<file path="src/rtl/adder8_bist_ctrl.sv">
// LFSR-driven self-test controller for the 8-bit select adder: drives operands, waits, checks {co,s}.
// Define FIRST_FAIL_CAPTURE_EN to add the first-mismatch capture outputs (fail_*).
module adder8_bist_ctrl #(
  parameter int unsigned NUM_VECTORS   = 256,
  parameter logic [16:0] SEED          = 17'h1_0A05,
  parameter int unsigned SETTLE_CYCLES = 2,
  parameter int unsigned ERR_W         = 8
) (
  input  logic             clk,
  input  logic             rst,
  input  logic             start,
  output logic [7:0]       dut_a,
  output logic [7:0]       dut_b,
  output logic             dut_ci,
  input  logic [7:0]       dut_s,
  input  logic             dut_co,
  output logic             busy,
  output logic             done,
  output logic             pass,
  output logic [ERR_W-1:0] err_count
`ifdef FIRST_FAIL_CAPTURE_EN
  ,
  output logic             fail_valid,
  output logic [7:0]       fail_a,
  output logic [7:0]       fail_b,
  output logic             fail_ci,
  output logic [7:0]       fail_s,
  output logic             fail_co
`endif
);

  typedef enum logic [2:0] {IDLE, DRIVE, WAIT, CHECK, DONE} state_t;

  localparam logic [16:0] SEED_EFF = (SEED == 17'd0) ? 17'd1 : SEED;
  localparam logic [15:0] LAST_VEC = 16'(NUM_VECTORS - 1);
  localparam logic [3:0]  SETTLE   = 4'(SETTLE_CYCLES);

  state_t             state_reg, state_next;
  logic [16:0]        lfsr_reg;
  logic [15:0]        vec_cnt_reg;
  logic [3:0]         settle_reg;
  logic [ERR_W-1:0]   err_count_reg;
  logic [7:0]         a_reg, b_reg;
  logic               ci_reg;
  logic               armed_reg;
  logic               start_ok;
  logic [8:0]         expected;
  logic               mismatch;

  // armed_reg blocks a start sampled on the first edge after reset release
  assign start_ok = start & armed_reg;
  assign expected = {1'b0, a_reg} + {1'b0, b_reg} + {8'd0, ci_reg};
  assign mismatch = ({dut_co, dut_s} != expected);

  assign dut_a     = a_reg;
  assign dut_b     = b_reg;
  assign dut_ci    = ci_reg;
  assign busy      = (state_reg == DRIVE) || (state_reg == WAIT) || (state_reg == CHECK);
  assign done      = (state_reg == DONE);
  assign pass      = done && (err_count_reg == '0);
  assign err_count = err_count_reg;

  always_ff @(posedge clk or posedge rst) begin
    if (rst) state_reg <= IDLE;
    else     state_reg <= state_next;
  end

  always_comb begin
    state_next = state_reg;
    case (state_reg)
      IDLE, DONE: if (start_ok) state_next = DRIVE;
      DRIVE:      state_next = (SETTLE == 4'd0) ? CHECK : WAIT;
      WAIT:       if (settle_reg <= 4'd1) state_next = CHECK;
      CHECK:      state_next = (vec_cnt_reg == LAST_VEC) ? DONE : DRIVE;
      default:    state_next = IDLE;
    endcase
  end

  always_ff @(posedge clk or posedge rst) begin
    if (rst) begin
      lfsr_reg      <= '0;
      vec_cnt_reg   <= '0;
      settle_reg    <= '0;
      err_count_reg <= '0;
      a_reg         <= '0;
      b_reg         <= '0;
      ci_reg        <= 1'b0;
      armed_reg     <= 1'b0;
`ifdef FIRST_FAIL_CAPTURE_EN
      fail_valid <= 1'b0;
      fail_a     <= '0;
      fail_b     <= '0;
      fail_ci    <= 1'b0;
      fail_s     <= '0;
      fail_co    <= 1'b0;
`endif
    end else begin
      armed_reg <= 1'b1;
      case (state_reg)
        IDLE, DONE: begin
          if (start_ok) begin
            lfsr_reg      <= SEED_EFF;
            vec_cnt_reg   <= '0;
            err_count_reg <= '0;
`ifdef FIRST_FAIL_CAPTURE_EN
            fail_valid <= 1'b0;
            fail_a     <= '0;
            fail_b     <= '0;
            fail_ci    <= 1'b0;
            fail_s     <= '0;
            fail_co    <= 1'b0;
`endif
          end
        end
        DRIVE: begin
          a_reg      <= lfsr_reg[7:0];
          b_reg      <= lfsr_reg[15:8];
          ci_reg     <= lfsr_reg[16];
          settle_reg <= SETTLE;
        end
        WAIT: settle_reg <= settle_reg - 4'd1;
        CHECK: begin
          if (mismatch && (err_count_reg != {ERR_W{1'b1}}))
            err_count_reg <= err_count_reg + 1'b1;
          lfsr_reg <= {lfsr_reg[15:0], lfsr_reg[16] ^ lfsr_reg[13]};
          if (vec_cnt_reg != LAST_VEC)
            vec_cnt_reg <= vec_cnt_reg + 16'd1;
`ifdef FIRST_FAIL_CAPTURE_EN
          if (mismatch && !fail_valid) begin
            fail_valid <= 1'b1;
            fail_a     <= a_reg;
            fail_b     <= b_reg;
            fail_ci    <= ci_reg;
            fail_s     <= dut_s;
            fail_co    <= dut_co;
          end
`endif
        end
        default: ;
      endcase
    end
  end

endmodule

</file>
<file path="config.mk">
export PLATFORM = sky130hd
export DESIGN_NAME = adder8_bist_ctrl
export DESIGN_NICKNAME = d
export VERILOG_FILES = /design/src/rtl/adder8_bist_ctrl.sv
export SDC_FILE = /design/constraint.sdc
export NUM_CORES = 1
export LEC_CHECK = 0
export CAP_MARGIN = 20
export CORE_ASPECT_RATIO = 0.9
export CORE_MARGIN = 8
export CORE_UTILIZATION = 60
export DETAILED_ROUTE_END_ITERATION = 8
export GPL_TIMING_DRIVEN = 0
export PLACE_DENSITY_LB_ADDON = 0.12
export SLEW_MARGIN = 5
export SYNTH_ARGS = -nofsm -noshare
export SYNTH_HDL_FRONTEND = slang
export SYNTH_SLANG_ARGS = --single-unit
</file>
<file path="constraint.sdc">
create_clock -name clk -period 7.8 [get_ports clk]
set_clock_uncertainty 0.1 [all_clocks]
set_input_delay 1.17 -clock clk [delete_from_list [all_inputs] [get_ports clk]]
set_output_delay 1.17 -clock clk [all_outputs]
set_load 0.02 [all_outputs]
</file>
After elaboration in Yosys (flattened, before gate mapping)

Cells that the tools add are included.

Memory bits (read-only): 0
Bits in latches: 0
Input bits: 12
Memories kept: 0
Bits in writable memories: 0
Logic and storage cells: 55
Register bits: 66

Magnitude comparators: 1
Add/subtract/negate cells: 5
$mul: 0
Shift operators: 0
Divide/modulo/power cells: 0
Eq/ne operators: 12
Muxes and demuxes: 13
Bitwise gates (word level): 2
Reduce and logical (&&, ||, !) cells: 13

Operators with widths:

| kind                                                                    | count |
|---|---|
| 17-bit case mux with 2 select lines                                     | 1 |
| 16-bit two-way mux                                                      | 2 |
| 16-bit case mux with 2 select lines                                     | 1 |
| 17-bit two-way mux                                                      | 1 |
| 16-bit by 1-bit adder with 16-bit output (second input constant)        | 1 |
| 16-bit by 8-bit equality test with 1-bit output (second input constant) | 1 |
| 8-bit two-way mux                                                       | 2 |
| 16-bit by 8-bit != test with 1-bit output (second input constant)       | 1 |
| 8-bit case mux with 2 select lines                                      | 1 |
| 3-bit case mux with 4 select lines                                      | 1 |
| 8-bit by 8-bit adder with 9-bit output                                  | 1 |
| 9-bit by 1-bit adder with 9-bit output                                  | 1 |
| 3-bit two-way mux                                                       | 3 |
| 9-bit != test                                                           | 1 |
| 8-bit by 1-bit adder with 8-bit output (second input constant)          | 1 |
| 8-bit logical NOT                                                       | 1 |
| 8-bit != test (second input constant)                                   | 1 |
| 4-bit case mux with 2 select lines                                      | 1 |
| 3-bit by 2-bit equality test with 1-bit output (second input constant)  | 2 |
| 2-bit by 1-bit != test with 1-bit output (second input constant)        | 3 |
| 3-bit AND reduction                                                     | 2 |
| 4-bit by 1-bit <= comparator with 1-bit output (second input constant)  | 1 |
| 2-bit AND reduction                                                     | 2 |
| 2-bit nonzero test                                                      | 2 |
| 10 further kinds                                                        | 12 |

Longest topological paths before layout

Gate-level depths: netlist (run 1).

Depth in word-level cells: 6
Gate-level depth with buffers: 12

Worst setup path before layout (run 1)

OpenSTA, ideal clock, no wires.

Path kind: reg2out
Start: register state_reg[0]
End: output pass
Path buffers: 1
Arrival time: 1.681 ns
Stages on the path, launching flop included: 6
Path slack: 4.849 ns
Required time: 6.530 ns
Cells stage by stage: dfrtp_1 -> clkbuf_1 -> nor2_1 -> and2_1 -> nand2_1 -> nor4_1

Cells in the longest elaborated chain, start to end: 2

Ends and longest elaborated chain:

| what                   | line | text |
|---|---|---|
| start, declared        | 38   | `state_t state_reg, state_next;` |
| start signal, assigned | 65   | `else state_reg <= state_next;` |
| 3-bit equality test    | 59   | `assign done = (state_reg == DONE);` |
| net done               | 18   | `output logic done,` |
| 1-bit logical AND      | 60   | `assign pass = done && (err_count_reg == '0);` |
| end, declared          | 19   | `output logic pass,` |

The timed path passes the listed nets, and every way through them passes these cells.

Worst setup path in the final report (run 1)

Start: register state_reg[0]
End: output pass

Cells in the longest elaborated chain, start to end: 2

Ends and longest elaborated chain:

| what                | line |
|---|---|
| 3-bit equality test | 59 |
| 1-bit logical AND   | 60 |

Every way passes these cells.

==> impl_metrics.tcl, run 1 <==
set metrics [dict create \
    netSwitchingFraction 0.410 \
    floorplan.die_area_mm2 0.00856 \
    final_nets 410 \
    cts_setup_buffers 0 \
    drive_above_1_share 0.116 \
    maxCapViolCount 0 \
    worstSetupStartpointType "register" \
    report.final.setup_viol 0 \
    finish.cell_count_without_fillers 459 \
    cts_buffers 9 \
    drt_wirelength_mm 7.53 \
    grt_overflow_total 0 \
    dominantRegCellSynth "sky130_fd_sc_hd__dfrtp_1" \
    grt_setup_unrepaired "no" \
    pwr-share-comb 0.469 \
    final-max-slew-violation-count 0 \
    cts_tree "done" \
    post-route-min-period_ns 3.52 \
    share_of_total_power_in_the_clock_network 0.169 \
    multiInputGateArea_mm2 0.00175 \
    synthesis.area_mm2 0.00351 \
    diodes_inserted 0 \
    nFillCells 426 \
    initial_antenna_violation_count 0 \
    cellPowerDensity_mw_per_mm2 370 \
    fin_crit_sh 0.451 \
    layout.area.seq_mm2 0.00165 \
    achievable-frequency_ghz 0.284 \
    yosysSeqAreaShare 0.470 \
    path_type_of_the_worst_min_delay_path "reg2reg" \
    syn_inst 334 \
    totalNegativeSetupSlack_ns 0 \
    grt_pass1_wl_mm 12.7 \
    number_of_enable_flip_flop_cells_after_synthesis 0 \
    crit_path_end_kind "output pin" \
    place.port_buffers 39 \
    timing_worst_setup_path_type "reg2out" \
    proportion_of_synthesized_flip_flops_having_asynchronous_set_or_reset 1.00 \
    post_synth.cell_area_avg_um2 10.5 \
    synth-seq-cells 66 \
    vias 2715 \
    pre_repair_dr_iteration_count 4 \
    p_leak_nw 1.84 \
    groute.usage.overall 0.182 \
    avgRoutedWirePerCell_um 16.4 \
    die_width_um 96.6 \
    cts_root_buffer "sky130_fd_sc_hd__clkbuf_8" \
    numPlacedInstances 443 \
    p_int_mw 0.910 \
    numClockSinks 66 \
    ys_types 53 \
    mappedNetlistNets 360 \
    start_util 0.620 \
    p_sw_mw 0.633 \
    cts-resized-gates 0 \
    final_core_utilization 0.737 \
    design_power_total_mw 1.54 \
    cts_hold_repair.buffers 0 \
    cts.reportedPaths.clkPinSlew_ns 0.07 \
    peakVddDrop_mv 0.231 \
    areaGrowthSynthToFinish_pct 18.8 \
    chipHeight_um 88.6 \
    critical_path_peak_fanout 8 \
    seqPwrFrac 0.362 \
    timing.hold.worst_path_depth 1 \
    synth_largest_area_cell "sky130_fd_sc_hd__dfrtp_1" \
    hold_viol 0 \
    floorplan.io_pins 40 \
    synth_area_leaders "sky130_fd_sc_hd__dfrtp_1 47%, sky130_fd_sc_hd__mux2_2 4.5%, sky130_fd_sc_hd__ha_1 4.3%" \
    worst_pin_slew_ns 0.795 \
    largest_reg_flops 17 \
    placeableCoreArea_mm2 0.00566 \
    gp_routability_congestion 0.790 \
    ctsHtreeMaxLevel 3 \
    avgViaCountPerCell 5.92 \
    pin_count_of_the_biggest_net_entering_global_routing 67 \
    cp_data_required_time_ns 6.53 \
    layout.cells.most_common "sky130_fd_sc_hd__dfrtp_1" \
    drt_drc_violations_left 0 \
    number_of_global_route_vias_before_repair 2601 \
    insertion_delay_ns 0.35 \
    crit_arrival_ns 2.25 \
    drt_first_iter_violations 150 \
    antenna_left 0 \
    worst_slew_margin_rel 0.470 \
    synth_warnings 0 \
    netlist.area_leader.share 0.470 \
    cts_max_path_buffers 2 \
    rr_worst_depth 12 \
    most-common-layout-cells "66 x sky130_fd_sc_hd__dfrtp_1, 39 x sky130_fd_sc_hd__clkdlybuf4s50_1, 28 x sky130_fd_sc_hd__nand2_1, 25 x sky130_fd_sc_hd__nor2_1, 16 x sky130_fd_sc_hd__xnor2_1" \
    run_status "finished clean" \
    hpwl_mm 5.42 \
    rows 26 \
]
[worst max-delay path, cell delays in order (launching register included)]
cell and delay, ns:
sky130_fd_sc_hd__dfrtp_1 0.36, sky130_fd_sc_hd__clkbuf_1 0.20, sky130_fd_sc_hd__nor2_1 0.23, sky130_fd_sc_hd__and2_1 0.23
sky130_fd_sc_hd__nand2_1 0.06, sky130_fd_sc_hd__nor4_1 0.16, sky130_fd_sc_hd__clkdlybuf4s50_1 0.65
[through the flow]
| step | area, um^2 | hold WS (ns) | worst slack, ns |
|---|---|---|---|
| floorplan | 3510 | 0.372 | 4.85 |
| global placement | 3990 | 0.399 | 3.80 |
| detailed placement | 3990 | 0.403 | 4.28 |
| CTS | 4170 | 0.428 | 4.28 |
| global route | 4170 | 0.455 | 4.12 |
| finish | 4170 | 0.428 | 4.28 |
[per-layer routing]
layer | routed length [um] | vias to the layer above | track usage | part of all wire
met5 | 0 | - | 0 | 0
met3 | 365 | 12 | 0.0593 | 0.048
met2 | 3450 | 56 | 0.278 | 0.46
li1 | - | 1300 | - | -
met1 | 3600 | 1347 | 0.237 | 0.48
met4 | 114 | 0 | 0.0656 | 0.015
[power groups by stage]
| stage | Clock [mW] | Sequential, mW | Combinational (mW) |
|---|---|---|---|
| global route | 0.277 | 0.577 | 0.800 |
| CTS | 0.264 | 0.557 | 0.728 |
| finish | 0.260 | 0.559 | 0.723 |
| global placement | 0 | 0.558 | 0.705 |
| floorplan | 0 | 0.594 | 0.454 |
| detailed placement | 0 | 0.562 | 0.724 |
[cell families (layout without fill, tap and decap cells)]
logic type	Yosys count	count (layout)	synth area share
xor+xnor	28	28	0.0698
buf+inv	25	80	0.0303
compound gates	71	71	0.152
flops	66	66	0.470
mux	15	15	0.0477
simple gates	114	114	0.175
fa+ha+maj	14	14	0.0541
other cells	1	1	0.00107
[final timing paths]
| check | slack (ns) | from | end |
|---|---|---|---|
| max in group asynchronous | 5.86 | rst | lfsr_reg[2] |
| worst min register to register | 0.43 | lfsr_reg[12] | lfsr_reg[12] |
| min in group asynchronous | 1.22 | rst | lfsr_reg[8] |
| worst max register to register | 4.67 | dut_a[0] | err_count[2] |
| worst min-delay path | 0.43 | lfsr_reg[12] | lfsr_reg[12] |
| worst max-delay path | 4.28 | state_reg[0] | pass |
[cell type report]
class / instances / share of cell area
timing repair buffer: 39 / 0.0936
tap: 70 / 0.0210
clock inverter: 7 / 0.0132
clock buffer: 9 / 0.0297
inverter: 13 / 0.0123
buffer: 12 / 0.0138
multi-input combinational: 243 / 0.421
sequential: 66 / 0.396
[cells in the mapped netlist (3+ instances only)]
master	n
sky130_fd_sc_hd__a21o_1	6
sky130_fd_sc_hd__a21oi_1	15
sky130_fd_sc_hd__a22o_1	13
sky130_fd_sc_hd__and2_1	3
sky130_fd_sc_hd__and3_1	4
sky130_fd_sc_hd__clkbuf_1	9
sky130_fd_sc_hd__dfrtp_1	66
sky130_fd_sc_hd__ha_1	12
sky130_fd_sc_hd__inv_1	13
sky130_fd_sc_hd__mux2_2	14
sky130_fd_sc_hd__nand2_1	28
sky130_fd_sc_hd__nand3_1	14
sky130_fd_sc_hd__nand4_1	3
sky130_fd_sc_hd__nor2_1	25
sky130_fd_sc_hd__nor3_1	6
sky130_fd_sc_hd__nor4b_1	5
sky130_fd_sc_hd__o21a_1	3
sky130_fd_sc_hd__o21ai_0	13
sky130_fd_sc_hd__o22a_1	5
sky130_fd_sc_hd__or3_1	8
sky130_fd_sc_hd__xnor2_1	16
sky130_fd_sc_hd__xor2_1	12
No activity file was read; power rests on OpenSTA's default activity.
==> run 2: changes to the inputs <==
- CORE_UTILIZATION: 60 -> 56
- clock period: 7.8 -> 3.3 ns (I/O delays scaled with it)
==> run 2 against run 1 <==
Compared with the run above: final cell count up 0.44%; combinational power rose by 140%; highest routed layer unchanged; global-route usage is 1.1 points lower; count of clock-buffer cells in the layout is 2 higher; die area rose by 5.9%; worst hold slack better by 0.0057 ns; first-iteration DRC count fell by 28%.
==> impl_metrics.tcl, run 2 (synthesis results as in run 1) <==
set metrics [dict create \
    run_status "finished clean" \
    crit_reg_reg_startpoint "dut_b[0]" \
    groute.usage.overall 0.171 \
    crit_path_end_kind "register" \
    placeableCoreArea_mm2 0.00608 \
    timing.hold.worst_path_depth 1 \
    cts.reportedPaths.clkPinSlew_ns 0.07 \
    rows 27 \
    peakVddDrop_mv 0.511 \
    cts_max_path_buffers 2 \
    cts_root_buffer "sky130_fd_sc_hd__clkbuf_8" \
    fin_crit_sh 0.929 \
    worst_pin_slew_ns 0.795 \
    p_leak_nw 1.87 \
    design_power_total_mw 3.82 \
    hold_viol 0 \
    ctsHtreeMaxLevel 3 \
    cts_tree "done" \
    achievable-frequency_ghz 0.326 \
    multiInputGateArea_mm2 0.00175 \
    cts_buffers 9 \
    layout.cells.most_common "sky130_fd_sc_hd__dfrtp_1" \
    report.final.setup_viol 0 \
    hpwl_mm 5.42 \
    final_nets 410 \
    vias 2665 \
    final-max-slew-violation-count 0 \
    cts_setup_buffers 0 \
    antenna_left 0 \
    worst_hold_slack_ns 0.433 \
    place.port_buffers 39 \
    post-route-min-period_ns 3.07 \
    grt_setup_unrepaired "no" \
    diodes_inserted 0 \
    critical_path_peak_fanout 10 \
    floorplan.die_area_mm2 0.00907 \
    r2r_setup_slack_ns 0.23 \
    rr_worst_depth 12 \
    crit_arrival_ns 3.19 \
    drive_above_1_share 0.116 \
    maxCapViolCount 0 \
    worstSetupStartpointType "register" \
    cts-resized-gates 0 \
    chipHeight_um 91.1 \
    numClockSinks 66 \
    number_of_global_route_vias_before_repair 2681 \
    avgViaCountPerCell 5.78 \
    grt_overflow_total 0 \
    most-common-layout-cells "66 x sky130_fd_sc_hd__dfrtp_1, 39 x sky130_fd_sc_hd__clkdlybuf4s50_1, 28 x sky130_fd_sc_hd__nand2_1, 25 x sky130_fd_sc_hd__nor2_1, 16 x sky130_fd_sc_hd__xnor2_1" \
    pin_count_of_the_biggest_net_entering_global_routing 67 \
    min-delay-start "lfsr_reg[12]" \
    nFillCells 474 \
    areaGrowthSynthToFinish_pct 20.5 \
    grt_pass1_wl_mm 12.7 \
    pre_repair_dr_iteration_count 4 \
    holdPathEnd "lfsr_reg[13]" \
    die_width_um 99.5 \
    avgRoutedWirePerCell_um 16.1 \
    start_util 0.578 \
    initial_antenna_violation_count 0 \
    drt_drc_violations_left 0 \
    path_type_of_the_worst_min_delay_path "reg2reg" \
    timing_worst_setup_path_type "reg2reg" \
    drt_wirelength_mm 7.43 \
    insertion_delay_ns 0.33 \
    largest_reg_flops 17 \
    floorplan.io_pins 40 \
    layout.area.seq_mm2 0.00165 \
    cellPowerDensity_mw_per_mm2 902 \
    drt_first_iter_violations 108 \
    totalNegativeSetupSlack_ns 0 \
    worst_slew_margin_rel 0.470 \
    worst_r2r_dst "err_count[2]" \
    cp_data_required_time_ns 3.43 \
    gp_routability_congestion 0.835 \
    cts_hold_repair.buffers 0 \
]
## run 2: changes by cell type in the layout (fill, tap and decap cells not counted)
| cell | change |
|---|---|
| sky130_fd_sc_hd__bufinv_16 | +2 |
| sky130_fd_sc_hd__clkbuf_8 | +2 |
| sky130_fd_sc_hd__clkinv_4 | -2 |
| sky130_fd_sc_hd__clkinv_2 | -1 |
| sky130_fd_sc_hd__clkinvlp_4 | -1 |
## run 2: cell type report
| type | instances | share of cell area |
|---|---|---|
| Multi-Input combinational cell | 243 | 0.415 |
| Clock inverter | 5 | 0.0201 |
| Sequential cell | 66 | 0.390 |
| Timing Repair Buffer | 39 | 0.0923 |
| Inverter | 13 | 0.0121 |
| Tap cell | 72 | 0.0213 |
| Clock buffer | 11 | 0.0358 |
| Buffer | 12 | 0.0136 |
## run 2: report_power, final
group / total (mW) / switching [mW] / internal (mW)
logic: 1.71 / 0.903 / 0.808
clock network: 0.784 / 0.313 / 0.471
registers: 1.32 / 0.256 / 1.07
total: 3.82 / 1.47 / 2.35
## run 2: critical path: stages (launching register included)
cell                        delay, ns
sky130_fd_sc_hd__dfrtp_1         0.38
sky130_fd_sc_hd__inv_1           0.10
sky130_fd_sc_hd__fa_1            0.22
sky130_fd_sc_hd__inv_1           0.06
sky130_fd_sc_hd__fa_1            0.39
sky130_fd_sc_hd__a21o_1          0.26
sky130_fd_sc_hd__a2111oi_4       0.32
sky130_fd_sc_hd__xnor2_1         0.17
sky130_fd_sc_hd__nor4_2          0.19
sky130_fd_sc_hd__and4_1          0.29
sky130_fd_sc_hd__buf_6           0.16
sky130_fd_sc_hd__nor4b_1         0.06
sky130_fd_sc_hd__a211o_1         0.26
## run 2: worst max path at each step
stage / end / slack (ns) / cells past startpoint / startpoint
finish: err_count[2] / 0.23 / 12 / dut_b[0]
global route: err_count[2] / 0.01 / 12 / dut_b[0]
detailed placement: err_count[2] / 0.25 / 12 / dut_b[0]
global placement: dut_a[1] / -0.04 / 2 / rst
floorplan: err_count[2] / 0.45 / 11 / dut_a[0]
CTS: err_count[2] / 0.22 / 12 / dut_b[0]
## run 2: routing by layer
layer / share of wire / GRT usage / up-vias
li1: - / - / 1298
met1: 0.50 / 0.236 / 1318
met2: 0.45 / 0.259 / 44
met3: 0.039 / 0.0450 / 5
met4: 0.0071 / 0.0479 / 0
met5: 0 / 0 / -
## run 2: through the flow
| step | setup slack [ns] | instance area [um^2] | cells | utilization |
|---|---|---|---|---|
| 2_1_floorplan | 0.445 | 3510 | 334 | - |
| 3_3_place_gp | -0.0353 | 3990 | 445 | 0.657 |
| 3_5_place_dp | 0.246 | 4000 | 445 | 0.657 |
| 4_1_cts | 0.220 | 4230 | 461 | 0.696 |
| 5_1_grt | 0.0141 | 4230 | 461 | 0.696 |
| 6_report | 0.233 | 4230 | 461 | 0.696 |
